## config.mk

```make
export PLATFORM = sky130hd
export DESIGN_NAME = obstacle_spawner
export DESIGN_NICKNAME = d
export VERILOG_FILES = /design/src/rtl/dino_pkg.sv /design/src/rtl/obstacle_slot.sv /design/src/rtl/obstacle_spawner.sv
export SDC_FILE = /design/constraint.sdc
export NUM_CORES = 1
export LEC_CHECK = 0
export ABC_CLOCK_PERIOD_IN_PS = 3900
export BUFFER_PORTS_ARGS = -buffer_cell sky130_fd_sc_hd__clkbuf_2
export CAP_MARGIN = 20
export CORE_ASPECT_RATIO = 0.75
export CORE_UTILIZATION = 55
export DETAILED_ROUTE_END_ITERATION = 10
export PLACE_DENSITY = 0.76
export RECOVER_POWER = 25
export SYNTH_ARGS = -nofsm -noshare
export SYNTH_HDL_FRONTEND = slang
export SYNTH_HIERARCHICAL = 1
export SYNTH_SLANG_ARGS = --single-unit
```

## constraint.sdc

```tcl
create_clock -name clk -period 3.9 [get_ports clk]
set_clock_uncertainty 0.1 [all_clocks]
set_input_delay 0.78 -clock clk [delete_from_list [all_inputs] [get_ports clk]]
set_output_delay 0.78 -clock clk [all_outputs]
set_load 0.03 [all_outputs]
```

## src/rtl/dino_pkg.sv

```systemverilog
// Shared definitions for the dinosaur game: obstacle types, spawner defaults
// and the spawner state encoding.
package dino_pkg;

    localparam logic [1:0] OBS_CACTUS_S = 2'd0;
    localparam logic [1:0] OBS_CACTUS_L = 2'd1;
    localparam logic [1:0] OBS_BIRD     = 2'd2;

    localparam int DEF_MIN_GAP = 24;
    localparam int DEF_SPAWN_X = 640;

    typedef enum logic [1:0] {
        ST_IDLE = 2'd0,
        ST_RUN  = 2'd1,
        ST_HALT = 2'd2
    } spawn_state_e;

    // Two random codes map to the small cactus so it shows up twice as often.
    function automatic logic [1:0] map_type(input logic [1:0] r);
        logic [1:0] t;
        case (r)
            2'd0:    t = OBS_CACTUS_S;
            2'd1:    t = OBS_CACTUS_L;
            2'd2:    t = OBS_BIRD;
            default: t = OBS_CACTUS_S;
        endcase
        return t;
    endfunction

endpackage

```

## src/rtl/obstacle_slot.sv

```systemverilog
// One obstacle slot: occupied flag, x position and type. Scrolls left by
// speed on each advance and retires itself once it would pass x=0.
module obstacle_slot
    import dino_pkg::*;
#(
    parameter int X_W     = 10,
    parameter int SPAWN_X = DEF_SPAWN_X
) (
    input  logic           clk,
    input  logic           RESET,
    input  logic           load,
    input  logic [1:0]     type_in,
    input  logic           advance,
    input  logic [2:0]     speed,
    output logic           valid,
    output logic [X_W-1:0] x,
    output logic [1:0]     obj_type
);

    logic [X_W-1:0] speed_ext;

    assign speed_ext = {{(X_W-3){1'b0}}, speed};

    always_ff @(posedge clk) begin
        if (RESET) begin
            valid    <= 1'b0;
            x        <= '0;
            obj_type <= 2'd0;
        end else if (advance) begin
            // A freshly loaded obstacle does not move on its spawn tick.
            if (load) begin
                valid    <= 1'b1;
                x        <= X_W'(SPAWN_X);
                obj_type <= type_in;
            end else if (valid) begin
                if (x < speed_ext) begin
                    valid <= 1'b0;
                end else begin
                    x <= x - speed_ext;
                end
            end
        end
    end

endmodule

```

## src/rtl/obstacle_spawner.sv

```systemverilog
// Obstacle scheduler: gap counter, free-slot select and type map, driving
// SLOTS scrolling obstacle slots once per processed frame tick.
//
//   state   | meaning
//   IDLE    | after reset, waiting for the game to start
//   RUN     | ticks scroll obstacles and count down the spawn gap
//   HALT    | game paused, slots and gap frozen
module obstacle_spawner
    import dino_pkg::*;
#(
    parameter int SLOTS   = 3,
    parameter int X_W     = 10,
    parameter int SPAWN_X = DEF_SPAWN_X,
    parameter int MIN_GAP = DEF_MIN_GAP
) (
    input  logic               clk,
    input  logic               RESET,
    input  logic               tick,
    input  logic               run,
    input  logic [2:0]         speed,
    input  logic [4:0]         rnd,
    output logic [SLOTS-1:0]   obj_valid,
    output logic [SLOTS*X_W-1:0] obj_x,
    output logic [2*SLOTS-1:0] obj_type,
    output logic               spawn,
    output logic               dropped
);

    spawn_state_e state_q, state_d;
    logic [7:0]       gap_q;
    logic             processed;
    logic             attempt;
    logic             free_found;
    logic [SLOTS-1:0] load_vec;
    logic [1:0]       type_sel;

    always_ff @(posedge clk) begin
        if (RESET) state_q <= ST_IDLE;
        else       state_q <= state_d;
    end

    always_comb begin
        state_d = state_q;
        case (state_q)
            ST_IDLE: if (run)  state_d = ST_RUN;
            ST_RUN:  if (!run) state_d = ST_HALT;
            ST_HALT: if (run)  state_d = ST_RUN;
            default:           state_d = ST_IDLE;
        endcase
    end

    // Ticks are honoured only in RUN as seen before any transition this cycle.
    assign processed = (state_q == ST_RUN) && tick;
    assign attempt   = processed && (gap_q == 8'd0);
    assign type_sel  = map_type(rnd[1:0]);

    // Free slots are judged on current flags, so a slot retiring this tick
    // cannot be refilled until the following one.
    always_comb begin
        load_vec   = '0;
        free_found = 1'b0;
        for (int i = 0; i < SLOTS; i++) begin
            if (!obj_valid[i] && !free_found) begin
                load_vec[i] = attempt;
                free_found  = 1'b1;
            end
        end
    end

    always_ff @(posedge clk) begin
        if (RESET) begin
            gap_q   <= 8'(MIN_GAP);
            spawn   <= 1'b0;
            dropped <= 1'b0;
        end else begin
            spawn   <= attempt && free_found;
            dropped <= attempt && !free_found;
            if (processed) begin
                if (gap_q != 8'd0) gap_q <= gap_q - 8'd1;
                else               gap_q <= 8'(MIN_GAP) + {3'b000, rnd[4:2], 2'b00};
            end
        end
    end

    for (genvar i = 0; i < SLOTS; i++) begin : g_slot
        obstacle_slot #(
            .X_W     (X_W),
            .SPAWN_X (SPAWN_X)
        ) u_slot (
            .clk      (clk),
            .RESET    (RESET),
            .load     (load_vec[i]),
            .type_in  (type_sel),
            .advance  (processed),
            .speed    (speed),
            .valid    (obj_valid[i]),
            .x        (obj_x[i*X_W +: X_W]),
            .obj_type (obj_type[2*i +: 2])
        );
    end

endmodule

```

== Word-level counts from Yosys, hierarchy flattened ==
Index checks and enable logic that the tools add are counted.
W data, S select, Z words.
Storage, ports and cells
  flip-flop bits (word level): 51
  word-level logic and storage cells: 83
  input bits: 12
  output and inout bits: 41
Operators by class
  mux-type cells: 29
  $lt $le $gt $ge: 3
  reductions and logical operators: 24
  eq/ne operators: 9
  $add $sub $neg: 5
Operator list (count)
  $mux W10: 9
  $lt A10 B3 Y1: 3
  $sub A10 B3 Y10: 3
  $mux W1: 15
  $reduce_and A3 Y1: 3
  $logic_not A8 Y1: 1
  $mux W8: 1
  $ne A2 B1 Y1 const B: 4
  $pmux W2 S2: 2
  $reduce_and A2 Y1: 4
  $reduce_bool A8 Y1: 1
  $sub A8 B1 Y8 const B: 1
  $add A5 B5 Y6 const A: 1
  $logic_and A1 B1 Y1: 6
  $reduce_bool A2 Y1: 3
  $eq A2 B1 Y1 const B: 2
  $eq A2 B2 Y1 const B: 2
  $logic_not A1 Y1: 4
  $mux W2: 2
  $logic_not A2 Y1: 1
  $ne A2 B2 Y1 const B: 1
  $reduce_or A2 Y1: 1

== Longest topological paths before layout ==
Gate-level depths: netlist of run 1.
  depth in word-level cells: 8
  gate-level depth with buffers: 11

== Hierarchy ==
The synthesis of run 1 kept the hierarchy.
Modules (own cells, without submodules)
  obstacle_slot: area an instance 700.7 µm², cells an instance 81, sequential area each 260.2 µm², instances 3
  obstacle_spawner: area an instance 678.2 µm², cells an instance 75, sequential area each 240.2 µm², instances 1

== Worst setup path after synthesis of run 1 ==
No wires, ideal clock.
  path type: in2reg
  from: in tick
  to: reg g_slot[1].u_slot.x[3]
  buffers on the path: 0
  cell stages on the path: 8
  setup time: 0.070 ns
  setup slack: 0.937 ns
  arrival time: 2.793 ns
  data required time: 3.730 ns
  cells stage by stage: nand4b_2 > nor2_2 > nand3_2 > nor3b_1 > o21ai_0 > a31o_2 > or4_2 > a21oi_1
On the way
  cells in the longest elaborated chain, start to end: 5
Ends and longest elaborated chain
  from (decl): line obstacle_spawner.sv:18  | input logic tick,
  $logic_and A1 B1 Y1 *: line obstacle_spawner.sv:53  | assign processed = (state_q == ST_RUN) && tick;
  $logic_and A1 B1 Y1 *: line obstacle_spawner.sv:54  | assign attempt = processed && (gap_q == 8'd0);
  $mux W1 *: line obstacle_spawner.sv:63  | if (!obj_valid[i] && !free_found) begin
  via load_vec[1]: line obstacle_spawner.sv:34  | logic [SLOTS-1:0] load_vec;
  $ne A2 B1 Y1 (no line) or $reduce_bool A2 Y1 (tied branches)
  $reduce_and A3 Y1 (no line)
  to (signal assigned): line obstacle_slot.sv:33  | x <= X_W'(SPAWN_X);
  to (signal assigned): line obstacle_slot.sv:39  | x <= x - speed_ext;
  to (decl): line obstacle_slot.sv:16  | output logic [X_W-1:0] x,
Mark *: on every way through the listed nets, which the timed path passes. The rest lies on a longest branch.
A chain may end at the register's enable or synchronous reset.

== Final worst setup path of run 1 ==
  from: reg gap_q[0]
  to: reg g_slot[1].u_slot.x[3]
On the way
  cells in the longest elaborated chain, start to end: 5
Ends and longest elaborated chain
  from (decl): line obstacle_spawner.sv:30  | logic [7:0] gap_q;
  from (signal assigned): line obstacle_spawner.sv:72  | gap_q <= 8'(MIN_GAP);
  from (signal assigned): line obstacle_spawner.sv:79  | if (gap_q != 8'd0) gap_q <= gap_q - 8'd1;
  from (signal assigned): line obstacle_spawner.sv:80  | else gap_q <= 8'(MIN_GAP) + {3'b000, rnd[4:2], 2'b00};
  $logic_not A8 Y1 *: line obstacle_spawner.sv:54
  $logic_and A1 B1 Y1 *: line obstacle_spawner.sv:54
  $mux W1 *: line obstacle_spawner.sv:63
  via load_vec[1]: line obstacle_spawner.sv:34
  $ne A2 B1 Y1 (no line) or $reduce_bool A2 Y1 (tied branches)
  $reduce_and A3 Y1 (no line)
Marks and branches as above.

==> metrics, run 1 <==
outcome complete, but fails checks; failing checks design-rule violations; final antenna diode count 0; vias in the first global route 2208; clock latency on the worst-skew pair 0.30 ns; Syn Area/Cell 8.74 um2; drt pass-1 iters 7; clock buffer count from CTS 5; CP endpoint kind flop; vias 2494; routed length per instance 13.7 um; H-tree Lvls 2; Post-synth ARST share 0%; post-CTS sizing 0; RSZ-0062 raised after global routing false; Yosys top cell by area dfxtp_1; Hold WS 0.359 ns; post-synth top area share 36.7%; period utilization 82.3%; fill cell count 448; clock tree buffer depth 2; highest-count cells in the layout ignoring fill and taps dfxtp_1, clkbuf_2, a21oi_1, nor2_1, nand2_1; num ports 53; Worst Hold Class reg2reg; nets@finish 398; Crit Path Max Fanout 14; static leakage 1.25 nW; Cells after Synth 318; clk sinks 51; die extent in y 63.6 um; #FFs+latches synth 51; post-route ant nets 0; Worst EP required 4.04 ns; yosys synthesis warning count 6; Max Slew Vio Count 0; Core ar. 4870 um2; Hold Buf Count CTS 0; Area growth syn-to-layout 13.5%; Setup Viol. Count Final 0; worst slew pin tran 1.21 ns; leading cell type in the layout, fill and taps excluded dfxtp_1; Rel. slew slack 19.1%; PwrDens 284 nW/um2; ranking of synthesized cells by area dfxtp_1, a21oi_1, ha_1; Hold Vio Cnt, Final 0; Post-Syn Area 2780 um2; initial antenna violation count 0; GPL Wtd Cong 0.845; vias per cell 5.76; Initial Utilization 57.1%; crit path DAT 3.35 ns; die footprint 5350 um2; post-route minimum period 3.21 ns; die width 84.1 um; Clk pin slew, worst setup/hold paths 0.09 ns; Detail Placement HPWL 4.35 mm; number of instances in the placed design 425; Clk Tree Root Cell clkbuf_8; worst setup path category reg2reg; DRC errors left 10; Cell Rows 22; Top FF cell, synth dfxtp_1; Post-CTS Setup Bufs 0; Max Clk Rate 0.311 GHz; Seq/Total Area, Yosys 36.7%; Post-synth EDFFs 0; proportion of layout cells with a drive suffix above 1 19.8%; largest net degree at the start of global routing 30; first-pass GRT wire length 10.1 mm; max-cap viol count 0; aggregate global-route resource usage 23.5%; non-filler cells, final 433; gr ovfl total 0; setup TNS 0 ns; startpoint types flop; final wirelength 5.93 mm; CTS tree yes; Worst IR Drop VDD 0.000204 V; Iter 0 DRT Violations 92; Syn Nets 344; Port Buf Inserts 52; post-synthesis cell type count 48
==> worst max-delay path, cell delays in order, from the launching register on <==
cell      delay, ns
dfxtp_1        0.33
inv_1          0.09
ha_1           0.22
nand4b_2       0.18
nor2_2         0.19
nand3_2        0.16
nor3b_1        0.60
o21ai_0        0.17
a31o_2         0.34
or4_2          0.62
a21oi_1        0.15
==> layout make-up <==
cell class / instances / area, um2 / area share [%]
multi-input cells: 242 / 1650 / 52.4
flip-flops and latches: 51 / 1020 / 32.4
repair buffers: 54 / 255 / 8.09
well taps: 60 / 75.1 / 2.38
clock buffers: 5 / 68.8 / 2.18
inverters: 18 / 67.6 / 2.14
clock inverters: 3 / 15.0 / 0.476
==> logic make-up after synthesis <==
kind of cell	after synthesis	synth area share [%]
simple gates	132	28.5
mux	5	1.80
compound gates	82	19.4
flops	51	36.7
buf+inv	25	3.64
xor+xnor	9	2.84
fa+ha+maj	14	7.11
==> final timing paths <==
check | cells past startpoint | slack [ns] | startpoint | end
setup / recovery | 10 | 0.69 | gap_q[0] | g_slot[1].u_slot/x[3]
hold / removal | 2 | 0.36 | g_slot[1].u_slot/obj_type[1] | g_slot[1].u_slot/obj_type[1]
setup reg to reg | 10 | 0.69 | gap_q[0] | g_slot[1].u_slot/x[3]
hold reg to reg | 2 | 0.36 | g_slot[1].u_slot/obj_type[1] | g_slot[1].u_slot/obj_type[1]
==> synth_stat cells, drive strengths merged, types with 7 or more instances <==
| master | instances |
|---|---|
| nor3 | 15 |
| o21ai | 11 |
| ha | 11 |
| o31ai | 7 |
| nor2 | 28 |
| nor4 | 10 |
| nand3 | 7 |
| nand2b | 8 |
| nand2 | 21 |
| nor2b | 8 |
| dfxtp | 51 |
| inv | 18 |
| a21oi | 31 |
| or4 | 12 |
| or3 | 14 |
==> power breakdown <==
group / switching [W] / internal (W) / total (W)
clock: 0.000172 / 0.000123 / 0.000295
sequential: 0.00000483 / 0.000524 / 0.000529
combinational: 0.0000441 / 0.0000290 / 0.0000731
total: 0.000221 / 0.000676 / 0.000897
==> registers in the layout, summed over array words and instances (netlist names) <==
name,count
dropped,1
g_slot.u_slot/obj_type,6
g_slot.u_slot/valid,3
g_slot.u_slot/x,30
gap_q,8
spawn,1
state_q,2
==> through the flow <==
step / instance area (um2) / worst slack, ns / power, W / util [%]
floorplan: 2780 / 0.937 / 0.000591 / -
CTS: 3180 / 0.714 / 0.000907 / 65.3
global placement: 3100 / 0.581 / 0.000612 / 63.6
finish: 3160 / 0.689 / 0.000897 / 64.8
detailed placement: 3100 / 0.444 / 0.000613 / 63.6
global route: 3160 / 0.410 / 0.000941 / 64.8
==> per-layer routing <==
metal  track usage, %  share of wire [%]  vias up
li1                 -                  -     1273
met2             34.8                 43       57
met4             6.47               0.59        0
met5                0                  0        -
met1             34.6                 51     1160
met3             4.59                4.7        4
(Power assumes the default switching activity.)
==> inputs of run 2 (changes only) <==
ABC_AREA = 1   (was not set)
ABC_CLOCK_PERIOD_IN_PS = 3100   (was 3900)
CORE_UTILIZATION = 57   (was 55)
PLACE_DENSITY = 0.77   (was 0.76)
clock period = 3.1 ns   (was 3.9 ns; I/O delays follow)
==> run 2 against run 1 <==
- synthesized area is 17% higher
- sequential power increased by 25%
- highest routed layer unchanged
- largest cell class unchanged
- clock-buffer cell count grew 1
- utilization rose by 1.8 points
- the run ends with max-capacitance violations, max-slew violations left
- total power grew 29%
- largest power group unchanged
- die area increased by 12%
- worst setup slack improved by 0.068 ns
==> metrics, run 2 <==
outcome complete, but fails checks; failing checks max-capacitance violations, max-slew violations; worst slew pin tran 1.55 ns (+0.333 ns); nets@finish 555 (+39%); clk sinks 51 (unchanged); Syn Area/Cell 6.82 um2 (-22%); yosys synthesis warning count 6 (unchanged); vias 3107 (+25%); post-route minimum period 2.34 ns; Worst IR Drop VDD 0.000320 V (+57%); die width 89.2 um (+6.0%); ranking of synthesized cells by area dfxtp_1, nand2_1, inv_1; Detail Placement HPWL 5.50 mm (+27%); initial antenna violation count 0 (unchanged); proportion of layout cells with a drive suffix above 1 17.5% (-2.3 points); Post-synth ARST share 0% (unchanged); DRC errors left 0 (-10); Iter 0 DRT Violations 146 (+59%); max-cap viol count 1 (+1); slowest stage cell, crit path inv_2; num ports 53 (unchanged); #FFs+latches synth 51 (unchanged); Hold Vio Cnt, Final 0 (unchanged); Post-synth EDFFs 0 (unchanged); Top FF cell, synth dfxtp_1; worst setup path category in2reg; Post-CTS Setup Bufs 0 (unchanged); critical path cell sequence clkbuf_2, nand3_2, inv_2, nand2_8, nor3b_2, nand2_1, nand2_4, clkinv_4, nand2_1, a21oi_1; GR peak layer met2; leading cell type in the layout, fill and taps excluded nand2_1; post-route ant nets 0 (unchanged); Syn Nets 502 (+46%); count leader, synth nand2_1; CP bufs+invs 3 (+2); Hold WS 0.384 ns (+0.0252 ns); die footprint 6010 um2 (+12%); Max Clk Rate 0.427 GHz; final antenna diode count 0 (unchanged); clock buffer count from CTS 5 (unchanged); gr ovfl total 0 (unchanged); highest-count cells in the layout ignoring fill and taps nand2_1, inv_1, nor2_1, dfxtp_1, nand3_1; crit path DAT 2.36 ns (-0.99 ns); CTS tree yes; leading registers by flop count g_slot.u_slot/x: 30 flops, gap_q: 8 flops, g_slot.u_slot/obj_type: 6 flops; static leakage 1.77 nW (+42%); grt met2 use 42.0% (+7.1 points); Crit Path Max Fanout 15 (+1); post-CTS sizing 0 (unchanged); Rel. slew slack -3.11% (-22 points); Area growth syn-to-layout 10.9%; final wirelength 7.13 mm (+20%); first-pass GRT wire length 11.7 mm (+17%); period utilization 75.6%; Cell Rows 23 (+4.5%); Core ar. 5410 um2 (+11%); Synth top cells by count nand2_1, inv_1, nor2_1; Port Buf Inserts 52 (unchanged); clock latency on the worst-skew pair 0.31 ns (about the same); RSZ-0062 raised after global routing false; Max Slew Vio Count 32 (+32); GPL Wtd Cong 0.917 (+8.6%); Clk Tree Root Cell clkbuf_8; clock tree buffer depth 2 (unchanged); post-synthesis cell type count 36 (-25%); post-synth top area share 31.4% (-5.3 points); max reg flops 30 (unchanged); Setup Viol. Count Final 0 (unchanged); number of instances in the placed design 597 (+40%); Clk pin slew, worst setup/hold paths 0.09 ns (about the same); CP delay by family, top simple AND/OR/NAND/NOR gates; routed length per instance 11.8 um (-14%); met1 GRT Util 34.3% (-0.32 points); Initial Utilization 60.0% (+3.0 points); largest net degree at the start of global routing 32 (+6.7%); Worst EP required 3.12 ns (-0.92 ns); Post-Syn Area 3250 um2 (+17%); Total Power 0.00116 W (+29%); vias in the first global route 2698 (+22%); startpoint types input port; die extent in y 67.4 um (+6.0%); setup TNS 0 ns (unchanged); crit-path most repeated cell nand2_1; Cells after Synth 476 (+50%); Worst Hold Class reg2reg; vias per cell 5.14 (-11%); drt pass-1 iters 4 (-3); H-tree Lvls 2 (unchanged); CP max stage delay 0.32 ns (-0.30 ns); aggregate global-route resource usage 25.2% (+1.7 points); non-filler cells, final 605 (+40%); Yosys top cell by area dfxtp_1; Largest Register g_slot.u_slot/x; PwrDens 321 nW/um2 (+13%); final std cell area, no fill 3600 um2 (+14%); CP endpoint kind flop; Global Route met3 Usage 3.91% (-0.68 points); Area after DPL 3560 um2 (+15%); Hold Buf Count CTS 0 (unchanged); Seq/Total Area, Yosys 31.4% (-5.3 points)
-- run 2: cell families after synthesis --
logic type / after synthesis / synth area share (%)
flip-flops: 51 / 31.4
buffers and inverters: 82 / 10.7
XOR/XNOR: 8 / 2.16
AND/OR/NAND/NOR: 263 / 38.7
AO/OA/AOI/OAI: 58 / 10.9
adder cells (fa/ha/maj): 14 / 6.09
-- run 2: cell type report --
class	count	area (um2)
multi-input cells	343	1850
fillers	532	1810
well taps	75	93.8
clock buffers	6	72.6
clock inverters	2	12.5
repair buffers	53	251
flip-flops and latches	51	1020
inverters	75	297
-- run 2: per-stage QoR --
stage               setup slack [ns]  utilization [%]
floorplan                       1.00                -
CTS                            0.791             67.4
finish                         0.757             66.6
global route                   0.568             66.6
global placement               0.615             65.8
detailed placement             0.483             65.8
-- run 2: report_power, final --
part           leakage (nW)  total, W  internal (W)  switching [W]
Clock                0.0412  0.000386      0.000159       0.000227
Sequential            0.411  0.000663      0.000659     0.00000380
Combinational          1.31  0.000107     0.0000362      0.0000709
-- run 2: layer usage --
| layer | share of wire, % | routed length, um |
|---|---|---|
| met5 | 0 | 0 |
| met4 | 0.77 | 55 |
| met3 | 6.0 | 427 |
| met2 | 44 | 3140 |
| met1 | 49 | 3510 |
-- run 2: path summary, 6_finish.rpt --
path	from	to	slack [ns]	depth (start not counted)
setup / recovery	tick	g_slot[1].u_slot/x[8]	0.76	10
setup reg to reg	state_q[0]	g_slot[1].u_slot/x[8]	0.76	9
hold / removal	gap_q[0]	gap_q[0]	0.38	2
hold reg to reg	gap_q[0]	gap_q[0]	0.38	2
-- run 2: worst min-delay path: stages (launching register included) --
cell,delay (ns)
dfxtp_1,0.33
nand2_1,0.06
a21oi_1,0.05
